==> src/rtl/write_bank_drain.sv <==
// write_bank_drain: drains num_rows bank rows, one byte lane per cycle, and packs the
// bytes little-endian into OUT_BYTES-wide words.
// Each word leaves on a valid/ready handshake at base_addr + word_index*OUT_BYTES.
//
// Ports:
//   clk, rst_n             clock, asynchronous active-low reset
//   start                  begin a drain (sampled in IDLE only)
//   num_rows, base_addr    drain length in rows and destination byte address
//                          (both latched on an accepted start)
//   bank_address           row presented to the bank
//   bank_read_sel          byte lane presented to the bank
//   bank_data              bank read byte, valid one cycle after address/sel
//   out_valid, out_ready   output word handshake
//   out_data, out_addr     output word and its destination byte address
//   busy                   high in any state other than IDLE
//   done                   one-cycle completion pulse
module write_bank_drain #(
    parameter int unsigned BANK_WIDTH             = 8,
    parameter int unsigned MEM_BUFFER_DEPTH_BYTES = 512,
    parameter int unsigned OUT_BYTES              = 4
) (
    input  logic                                      clk,
    input  logic                                      rst_n,
    input  logic                                      start,
    input  logic [$clog2(MEM_BUFFER_DEPTH_BYTES):0]   num_rows,
    input  logic [31:0]                               base_addr,
    output logic [$clog2(MEM_BUFFER_DEPTH_BYTES)-1:0] bank_address,
    output logic [$clog2(BANK_WIDTH)-1:0]             bank_read_sel,
    input  logic [7:0]                                bank_data,
    output logic                                      out_valid,
    input  logic                                      out_ready,
    output logic [8*OUT_BYTES-1:0]                    out_data,
    output logic [31:0]                               out_addr,
    output logic                                      busy,
    output logic                                      done
);

    localparam int unsigned AddrW       = $clog2(MEM_BUFFER_DEPTH_BYTES);
    localparam int unsigned RowsW       = AddrW + 1;
    localparam int unsigned LaneW       = $clog2(BANK_WIDTH);
    // One spare byte beyond a full word absorbs the read already in flight when the
    // output stalls, so no byte is ever dropped or re-read.
    localparam int unsigned BufBytes    = OUT_BYTES + 1;
    localparam int unsigned CntW        = $clog2(BufBytes + 1);
    localparam int unsigned WordsPerRow = BANK_WIDTH / OUT_BYTES;
    localparam int unsigned WordsW      = $clog2(MEM_BUFFER_DEPTH_BYTES * WordsPerRow + 1);
    localparam logic [CntW:0] RoomMax   = (CntW + 1)'(OUT_BYTES);

    typedef enum logic [1:0] {StIdle, StRead, StFlush, StDone} state_e;

    state_e                state_q, state_d;
    logic [AddrW-1:0]      addr_q, addr_d;
    logic [LaneW-1:0]      sel_q, sel_d;
    logic                  iss_q, iss_d;      // address presented this cycle is a live read
    logic                  rx_q;              // bank_data carries a live byte this cycle
    logic [RowsW-1:0]      rows_q, rows_d;
    logic [8*BufBytes-1:0] buf_q, buf_d;
    logic [CntW-1:0]       cnt_q, cnt_d;
    logic [WordsW-1:0]     words_left_q, words_left_d;
    logic [31:0]           word_addr_q, word_addr_d;
    logic                  out_valid_q, out_valid_d;
    logic [8*OUT_BYTES-1:0] out_data_q, out_data_d;
    logic [31:0]           out_addr_q, out_addr_d;

    logic [8*BufBytes-1:0] ext;
    logic [CntW-1:0]       tot;
    logic [CntW:0]         room_sum;
    logic                  load, xfer, room, last_rd;

    always_comb begin
        // Buffer contents including the byte arriving this cycle.
        ext = buf_q;
        tot = cnt_q;
        if (rx_q) begin
            ext[{cnt_q, 3'b000} +: 8] = bank_data;
            tot = cnt_q + CntW'(1);
        end

        xfer = out_valid_q && out_ready;
        load = (tot >= CntW'(OUT_BYTES)) && (!out_valid_q || out_ready);

        buf_d       = ext;
        cnt_d       = tot;
        out_valid_d = out_valid_q && !out_ready;
        out_data_d  = out_data_q;
        out_addr_d  = out_addr_q;
        word_addr_d = word_addr_q;
        if (load) begin
            buf_d       = ext >> (8 * OUT_BYTES);
            cnt_d       = tot - CntW'(OUT_BYTES);
            out_valid_d = 1'b1;
            out_data_d  = ext[8*OUT_BYTES-1:0];
            out_addr_d  = word_addr_q;
            word_addr_d = word_addr_q + 32'(OUT_BYTES);
        end
        words_left_d = xfer ? words_left_q - WordsW'(1) : words_left_q;

        // Issue a read only if its byte is guaranteed a slot two cycles from now,
        // counting the read already in flight.
        room_sum = {1'b0, cnt_d} + {{CntW{1'b0}}, iss_q};
        room     = room_sum <= RoomMax;
        last_rd  = ({1'b0, addr_q} == rows_q - RowsW'(1)) && (sel_q == LaneW'(BANK_WIDTH - 1));

        state_d = state_q;
        iss_d   = 1'b0;
        addr_d  = addr_q;
        sel_d   = sel_q;
        rows_d  = rows_q;
        unique case (state_q)
            StIdle: begin
                if (start) begin
                    rows_d       = num_rows;
                    word_addr_d  = base_addr;
                    words_left_d = WordsW'(num_rows) * WordsW'(WordsPerRow);
                    if (num_rows == '0) begin
                        state_d = StDone;
                    end else begin
                        state_d = StRead;
                        iss_d   = 1'b1;
                        addr_d  = '0;
                        sel_d   = '0;
                    end
                end
            end
            StRead: begin
                // addr_q/sel_q always name the most recently issued read here.
                if (last_rd) begin
                    state_d = StFlush;
                end else if (room) begin
                    iss_d = 1'b1;
                    if (sel_q == LaneW'(BANK_WIDTH - 1)) begin
                        sel_d  = '0;
                        addr_d = addr_q + AddrW'(1);
                    end else begin
                        sel_d = sel_q + LaneW'(1);
                    end
                end
            end
            StFlush: begin
                if (xfer && words_left_q == WordsW'(1)) begin
                    state_d = StDone;
                end
            end
            StDone: begin
                state_d = StIdle;
            end
        endcase
    end

    always_ff @(posedge clk or negedge rst_n) begin
        if (!rst_n) begin
            state_q      <= StIdle;
            addr_q       <= '0;
            sel_q        <= '0;
            iss_q        <= 1'b0;
            rx_q         <= 1'b0;
            rows_q       <= '0;
            buf_q        <= '0;
            cnt_q        <= '0;
            words_left_q <= '0;
            word_addr_q  <= '0;
            out_valid_q  <= 1'b0;
            out_data_q   <= '0;
            out_addr_q   <= '0;
        end else begin
            state_q      <= state_d;
            addr_q       <= addr_d;
            sel_q        <= sel_d;
            iss_q        <= iss_d;
            rx_q         <= iss_q;
            rows_q       <= rows_d;
            buf_q        <= buf_d;
            cnt_q        <= cnt_d;
            words_left_q <= words_left_d;
            word_addr_q  <= word_addr_d;
            out_valid_q  <= out_valid_d;
            out_data_q   <= out_data_d;
            out_addr_q   <= out_addr_d;
        end
    end

    assign bank_address  = addr_q;
    assign bank_read_sel = sel_q;
    assign out_valid     = out_valid_q;
    assign out_data      = out_data_q;
    assign out_addr      = out_addr_q;
    assign busy          = state_q != StIdle;
    assign done          = state_q == StDone;

endmodule

==> config.mk <==
export PLATFORM = sky130hd
export DESIGN_NAME = write_bank_drain
export DESIGN_NICKNAME = d
export VERILOG_FILES = /design/src/rtl/write_bank_drain.sv
export SDC_FILE = /design/constraint.sdc
export NUM_CORES = 1
export LEC_CHECK = 0
export CAP_MARGIN = 30
export CORE_MARGIN = 5
export CORE_UTILIZATION = 45
export CTS_CLUSTER_SIZE = 28
export DETAILED_ROUTE_END_ITERATION = 8
export PLACE_DENSITY = 0.8
export SYNTH_ARGS = -nofsm -noshare
export SYNTH_HDL_FRONTEND = slang
export SYNTH_SLANG_ARGS = --single-unit
==> constraint.sdc <==
create_clock -name clk -period 5.5 [get_ports clk]
set_input_delay 1.1 -clock clk [delete_from_list [all_inputs] [get_ports clk]]
set_output_delay 1.1 -clock clk [all_outputs]
set_load 0.01 [all_outputs]
# Yosys cells after proc, flatten, opt, wreduce, memory -nomap -nowiden
# Cells that the tools add are included.
[op_classes]
order_cmp = 2
reduce_logical = 16
eq_ne = 13
addsub = 9
mux = 34
shift = 2
[op_table]
columns = ["cell", "n"]
rows = [
  ["2-to-1 mux 32 bit", 3],
  ["2-to-1 mux 40 bit", 2],
  ["2-to-1 mux 9 bit", 5],
  ["bitwise mux 40 bit", 1],
  ["variable shift 8 x 8 -> 40 bit, first input constant", 1],
  ["variable part select 8 x 8 -> 40 bit", 1],
  ["2-to-1 mux 11 bit", 3],
  ["adder 32 x 3 -> 32 bit, second input constant", 1],
  ["2-to-1 mux 3 bit", 7],
  ["one-hot mux 9 bit (2 select lines)", 1],
  ["!= test 2 bit, second input constant", 7],
  ["equality test 11 x 1 -> 1 bit, second input constant", 1],
  ["subtractor 11 x 1 -> 11 bit, second input constant", 1],
  ["equality test 9 x 10 -> 1 bit", 1],
  ["zero test 10 bit", 1],
  ["subtractor 10 x 1 -> 10 bit, second input constant", 1],
  ["adder 9 x 1 -> 9 bit, second input constant", 1],
  ["2-to-1 mux 2 bit", 4],
  ["negator 6 -> 8 bit", 1],
  ["one-hot mux 2 bit (4 select lines)", 1],
  ["adder 3 x 1 -> 3 bit, second input constant", 2],
  ["one-hot mux 3 bit (2 select lines)", 1],
  ["AND reduction 6 bit", 1],
  ["logical AND 1 bit", 5],
  ["other kinds (16)", 23],
]
[totals]
output_inout_bits = 79
register_bits = 177
inputBits = 54
elab_cells = 89

# Depth between registers and ports, before layout
[logic_depth]
depth_word = 10
ltp_mapped = 13
mapped_depth_nobuf = 11

# Worst setup path before layout
# OpenSTA, ideal clock, no wires.
[synth_timing]
path_type = "reg2reg"
start = "register cnt_q[0]"
end = "register addr_q[8], in the netlist bank_address[8]"
period_less_slack_ps = 3075
path_stages_with_launch = 13
n_path_buf = 1
t_required_ps = 5422
t_arrival_ps = 2998
setup_ps = 78
setup_slack_ps = 2425
cell_sequence = "dfrtp_1 -> buf_1 -> inv_1 -> ha_1 -> mux2_2 -> ha_1 -> o21ba_2 -> o211ai_1 -> o211ai_1 -> nor2_1 -> o21ai_2 -> or4_1 -> a21oi_1"
[synth_between]
elab_chain_cells = 9
word_cells_on_any_way = 10
classes_between = "3 x add/sub; 2 x order compare; 1 x eq/ne; 2 x mux; 2 x reduce/logical"
[synth_lines]
columns = ["item", "line", "rtl"]
rows = [
  ["start: declaration", "58", "logic [CntW-1:0] cnt_q, cnt_d;"],
  ["start signal: assignment", "173", "cnt_q <= cnt_d;"],
  ["adder 3 x 1 -> 3 bit", "76", "tot = cnt_q + CntW'(1);"],
  ["2-to-1 mux 3 bit *", "74", "if (rx_q) begin"],
  [">= comparator 3 bit", "80", "load = (tot >= CntW'(OUT_BYTES)) && (!out_valid_q || out_ready);"],
  ["logical AND 1 bit", "80", ""],
  ["2-to-1 mux 3 bit *", "88", "if (load) begin"],
  ["named net cnt_d[1]", "58", ""],
  ["adder 3 x 1 -> 4 bit *", "100", "room_sum = {1'b0, cnt_d} + {{CntW{1'b0}}, iss_q};"],
  ["less-or-equal comparator 4 x 3 -> 1 bit *", "101", "room = room_sum <= RoomMax;"],
  ["!= test 2 bit (no line) *", "-", ""],
  ["AND reduction 6 bit (no line) *", "-", ""],
  ["end signal: assignment", "167", "addr_q <= addr_d;"],
  ["end: declaration", "52", "logic [AddrW-1:0] addr_q, addr_d;"],
]
# Mark *: on every way through the listed nets, which the timed path passes. The rest lies on a longest branch.
# A chain may end at the register's enable or synchronous reset.

# Worst setup path after layout
# Same ends and word-level chain as after synthesis.

==> impl_metrics.yaml <==
clocking:
  cts_num_sinks: 177
  clock_path_buffers: 2
  post_cts_buffers: 0
  tritoncts: "yes"
  hold_buffers: 0
  path_clk_slew_ns: 0.07
  insertion_delay_ns: 0.44
  cts_resized: 0
  cts-buffers-inserted: 17
  h-tree-depth: 4
  cts_root_buf: "clkbuf_16"
power:
  ir_drop_uv: 232
  p_leak_nw: 4.80
  swShare_pct: 22.4
  sequentialPowerShare_pct: 50.3
  power.total_w: 0.00261
  p_int_w: 0.00202
  pwr-share-clk_pct: 46.4
  switchingPower_w: 0.000584
  power_density_nw_per_um2: 252
  combPwrFrac_pct: 3.4
finish:
  synthToLayoutAreaGrowth_pct: 26.2
  layout.nets: 1082
  layout-drive-gt1-share_pct: 4.89
  antenna_cells: 0
  finalNonFillerCells: 1251
drt:
  vias: 6667
  drt_iter0_markers: 550
  firstDrtPassIters: 5
  drc: 0
  wl_per_cell_microns: 15.8
  antenna_left: 0
  vias_per_cell: 5.33
  routed_wl_microns: 19800
timing:
  rsz0062_at_grt: "false"
  relSlewSlack_pct: 38.9
  hold_ws_ns: 0.403
  fmax_mhz: 282
  finalSetupViolCount: 0
  fin_tns_setup_ns: 0
  finClkSkew_ns: 0.00968
  period_minus_slack_ns: 3.55
  tightest_slew_ns: 0.916
  worst_slack_ns: 1.95
  period_share_pct: 64.5
  hold_viol_final: 0
  drv_slew: 0
job:
  cap_violations: 0
synth:
  yosys.area.top_type: "dfrtp_1"
  ys_seq_elements: 177
  ys_warn_count: 0
  synthCells: 891
  ys.flop_type: "dfrtp_1"
  synth_cell_types: 49
  syn-mean-instance-area_sq_um: 9.20
  ys_seq_area_share_pct: 54.1
  synth_nets: 964
  synth_top_cell_area_share_pct: 54.1
  async_flop_share_pct: 100
  synth_area_sq_um: 8190
  synth_area_leaders: "dfrtp_1 54%, nand2_1 9.7%, o21ai_0 5.0%"
  synth_edf_count: 0
die:
  io_pins: 133
  core_sq_um: 18000
  dieWidth_microns: 145
  initial_utilization_pct: 45.6
  fp-row-count: 49
  die-height_microns: 145
  die-area_sq_um: 21000
worst_setup_path:
  ff2ff_setup_slack_ns: 1.95
  cp-start-kind: "flop"
  critPathArrivalTime_ns: 3.91
  crit_buf_inv: 1
  crit_fanout: 18
  crit_path_top_delay_cell: "dfrtp_1"
  crit_chain: "inv_1 > ha_1 > mux2_2 > ha_1 > o21ba_2 > o211ai_1 > o211ai_1 > nor2_1 > o21ai_2 > or4_1 > a21oi_1"
  path_class: "reg -> reg"
  worst-endpoint-required_ns: 5.86
  critPathMaxStageDelay_ns: 0.68
  endpoint_kind: "flop"
  path_delay_family: "adder cells"
global_route:
  use_met2_pct: 30.2
  grt_pass1_wl_microns: 33700
  grt_pass1_vias: 6805
  gr-max-usage-layer: "met2"
  use_met3_pct: 4.24
  antenna_found_initial: 0
  gr-total-overflow: 0
  use_met1_pct: 26.3
  track_usage_pct: 19.1
  grt_max_degree: 105
placed_design:
  placedCellCount: 1218
  dp_hpwl_microns: 13700
  dp_slack_ns: 1.67
  io_buffers: 132
  routabilityCongestion: 0.812
min_path:
  worstHoldPathType: "reg -> reg"
run_status:
  status: "complete, no violations"
per-stage QoR:
stage / instance area (sq um) / util [%]
after floorplan: 8190 / -
after global placement: 9710 / 54.0
after detailed placement: 9730 / 54.2
after CTS: 10300 / 57.4
after global routing: 10300 / 57.6
final: 10300 / 57.6
kinds of logic after synthesis:
logic type	count (synthesis)	share of synthesized area (%)
buffers and inverters	61	2.81
and+or+nand+nor	408	22.1
adders and majority gates	19	2.90
AOI/OAI and AO/OA	163	11.2
DFF	177	54.1
xor gates and xnor gates	49	5.24
muxes	14	1.73
placed cells by master, fill, tap and decap left out, types with 6 or more instances in the layout:
cell type / instances
nand2_1: 212
dfrtp_1: 177
clkdlybuf4s50_1: 131
nor2_1: 82
o21ai_0: 81
a21oi_1: 39
xnor2_1: 29
nand3_1: 22
inv_1: 20
xor2_1: 20
and3_1: 20
ha_1: 19
clkbuf_16: 17
mux2i_1: 13
nor3_1: 12
nand4_1: 11
nor4_1: 10
or3_1: 9
o22ai_1: 8
or4_1: 6
buf_4: 6
metal layers:
metal / part of all wire (%) / routed length, microns / up-vias
li1: - / - / 3255
met1: 46 / 9020 / 3211
met2: 47 / 9340 / 175
met3: 5.7 / 1120 / 26
met4: 1.6 / 308 / 0
met5: 0 / 0 / -
synth_stat cells (all sizes together), types with 10 or more instances:
cell    instances
xnor2          29
mux2i          13
xor2           20
nor4           10
a21oi          39
ha             19
nor2           82
clkbuf         39
nand3          22
and3           20
nor3           12
dfrtp         177
nand4          11
inv            20
o21ai          88
nand2         212
worst reg2reg max path, cell delays in order, from the launching register on:
cell and delay [ns]:
dfrtp_1 0.68, inv_1 0.17, ha_1 0.48, mux2_2 0.35, ha_1 0.31, o21ba_2 0.21
o211ai_1 0.07, o211ai_1 0.14, nor2_1 0.18, o21ai_2 0.21, or4_1 0.53, a21oi_1 0.16
cell type report:
class | instances | area [sq um]
fillers | 1555 | 7620
flip-flops and latches | 177 | 4430
multi-input cells | 653 | 3550
repair buffers | 140 | 1420
clock buffers | 17 | 425
well taps | 229 | 287
clock inverters | 15 | 156
inverters | 20 | 75.1
registers in the layout (all words and copies together), names as in the netlist:
signal	cells
cnt_q	3
words_left_q	11
iss_q	1
out_addr	32
rx_q	1
out_data	32
rows_q	10
buf_q	40
out_valid	1
bank_address	9
bank_read_sel	3
state_q	2
word_addr_q	32
power groups by stage:
stage                     combinational [W]  clock [W]  sequential (W)
after floorplan                  0.00000915          0         0.00134
after global placement            0.0000862          0         0.00134
after detailed placement          0.0000863          0         0.00134
after CTS                         0.0000868    0.00122         0.00131
after global routing              0.0000975    0.00127         0.00131
final                             0.0000874    0.00121         0.00131
final timing paths:
| path | end | from | cells past startpoint |
|---|---|---|---|
| setup / recovery | bank_address[8] | cnt_q[0] | 11 |
| hold / removal | rx_q | iss_q | 0 |
| setup reg to reg | bank_address[8] | cnt_q[0] | 11 |
| hold reg to reg | rx_q | iss_q | 0 |
| max in group asynchronous | out_valid | rst_n | 3 |
| min in group asynchronous | buf_q[19] | rst_n | 1 |
No activity file was read; power rests on OpenSTA's default activity.
==> RTL change, RTL diff (same settings) <==
The parameter `OUT_BYTES` goes from 4 to 2.
--- a/src/rtl/write_bank_drain.sv
+++ b/src/rtl/write_bank_drain.sv
@@ -19,3 +19,3 @@
     parameter int unsigned MEM_BUFFER_DEPTH_BYTES = 512,
-    parameter int unsigned OUT_BYTES              = 4
+    parameter int unsigned OUT_BYTES              = 2
 ) (
Interface: changed (resized out_data); port bits go from 133 to 117. No check against the original RTL was run, so the function may have changed too.
==> RTL change against the original RTL <==
- final area down 15%
- setup slack worse by 0.020 ns
- sequential cell count fell by 32
- maximum frequency down 0.55%
- synthesized area is 16% lower
- routed wire length decreased by 19%
- count of clock-buffer cells in the layout up 9
- non-clock buffer count down 16
- hold slack worse by 0.015 ns
- first-iteration DRC count decreased by 25%
- highest routed layer unchanged
Power is not compared: it rests on default switching activity, and its combinational part moved more than twofold at a synthesized area within 25%.
==> RTL change: results (changes against the original RTL) <==
status=finished, final reports clean; post-synthesis cell area=6864 um2 (-16%); Post-Synth Adder-Cell Area=0.03281 (+0.003794); FFs & Latches=145 (-18%); footprint of the multi-input gates=3044 um2 (-14%); Tot GR Track Use=0.1846 (-0.006116); routability congestion estimate=0.8471 (+4.3%); largest cells by area after synthesis=dfrtp_1 53%, mux2_2 5.2%, nand2_1 5.2%; Seq area share=0.4130 (-0.01521); buffer share of cell area=0.1451 (+0.007584); number of I/O port buffers=116 (-12%); CP max-delay cell=o21ai_1; met2 wire length=7.722 mm (-17%); bufs w/o clock=124 (-11%); Post-DP Area=8195 um2 (-16%); Synth cell types=50 (+2.0%); clk_lat worst skew=0.42 ns (-0.02 ns); pin count of the biggest net entering global routing=103 (-1.9%); met3 Use GR=0.03852 (-0.003888); met1 usage=0.2561 (-0.007050); initial antenna violation count=0 (unchanged); met3 WL post-DR=689 um (-39%); fraction of layout cells with a size suffix above 1=0.08875 (+0.03983); Critical Path Max Stage Delay=0.78 ns (+0.10 ns); Worst-Margin Slew=1.008 ns (+0.09164 ns); initial drt markers=415 (-25%); Compound-Gate Fraction of Synth Area=0.1074 (-0.004273); fraction of area in multi-input gates=0.3465 (+0.003560); vias in the first global route=5250 (-23%); post-synthesis xor/xnor area fraction=0.06507 (+0.01269); Finished Layout Cells=988 (-21%); mux contribution to synthesized area=0.07291 (+0.05566); DP HPWL=11.01 mm (-20%); clk_skew=0.01183 ns (+0.002152 ns); wirelength, routed=16.03 mm (-19%); Top Family by Delay on Critical Path=simple AND/OR/NAND/NOR gates; routed via count=5343 (-20%); M1 WL=7.289 mm (-19%); Cells after DPL=955 (-22%); top post-synthesis cells by count=145 x dfrtp_1, 95 x nand2_1, 62 x nor2_1; worst endpoint data arrival time=3.88 ns (-0.03 ns); #MultiIn Comb=482 (-26%); drt first pass iters=4 (-1); pre-CTS setup slack=1.549 ns (-0.1205 ns); inverter count=18 (-10%); Gate Count Post-Synth=677 (-24%); global-route track usage on met2=0.2867 (-0.01521); CLK BUF=26 (+9)
[RTL change: changes by cell type after synthesis, moves of 5 or more]
cell,before,now
nor2_1,82,62
mux2_2,1,32
dfrtp_1,177,145
a21oi_1,39,27
clkbuf_1,38,27
xnor2_1,29,24
or3_1,9,2
nand2_1,212,95
o21ai_0,82,45
and3_1,20,5
a22oi_1,0,24
o22ai_1,8,3
xor2_1,20,27
[RTL change: where the power goes]
part | internal, mW | switching [mW] | leakage, nW | total (mW)
combinational | 0.970 | 0.957 | 1.59 | 1.93
sequential | 1.51 | 0.378 | 1.85 | 1.88
clock | 0.642 | 0.417 | 0.254 | 1.06
[RTL change: worst paths after layout]
kind                                   from                to  slack (ns)
worst max-delay path            num_rows[0]  bank_read_sel[0]        1.93
worst min-delay path                  iss_q              rx_q        0.39
worst max register to register     cnt_q[0]  bank_read_sel[0]        2.24
worst min register to register        iss_q              rx_q        0.39
max in group asynchronous             rst_n  words_left_q[11]        3.75
min in group asynchronous             rst_n         buf_q[20]        0.48
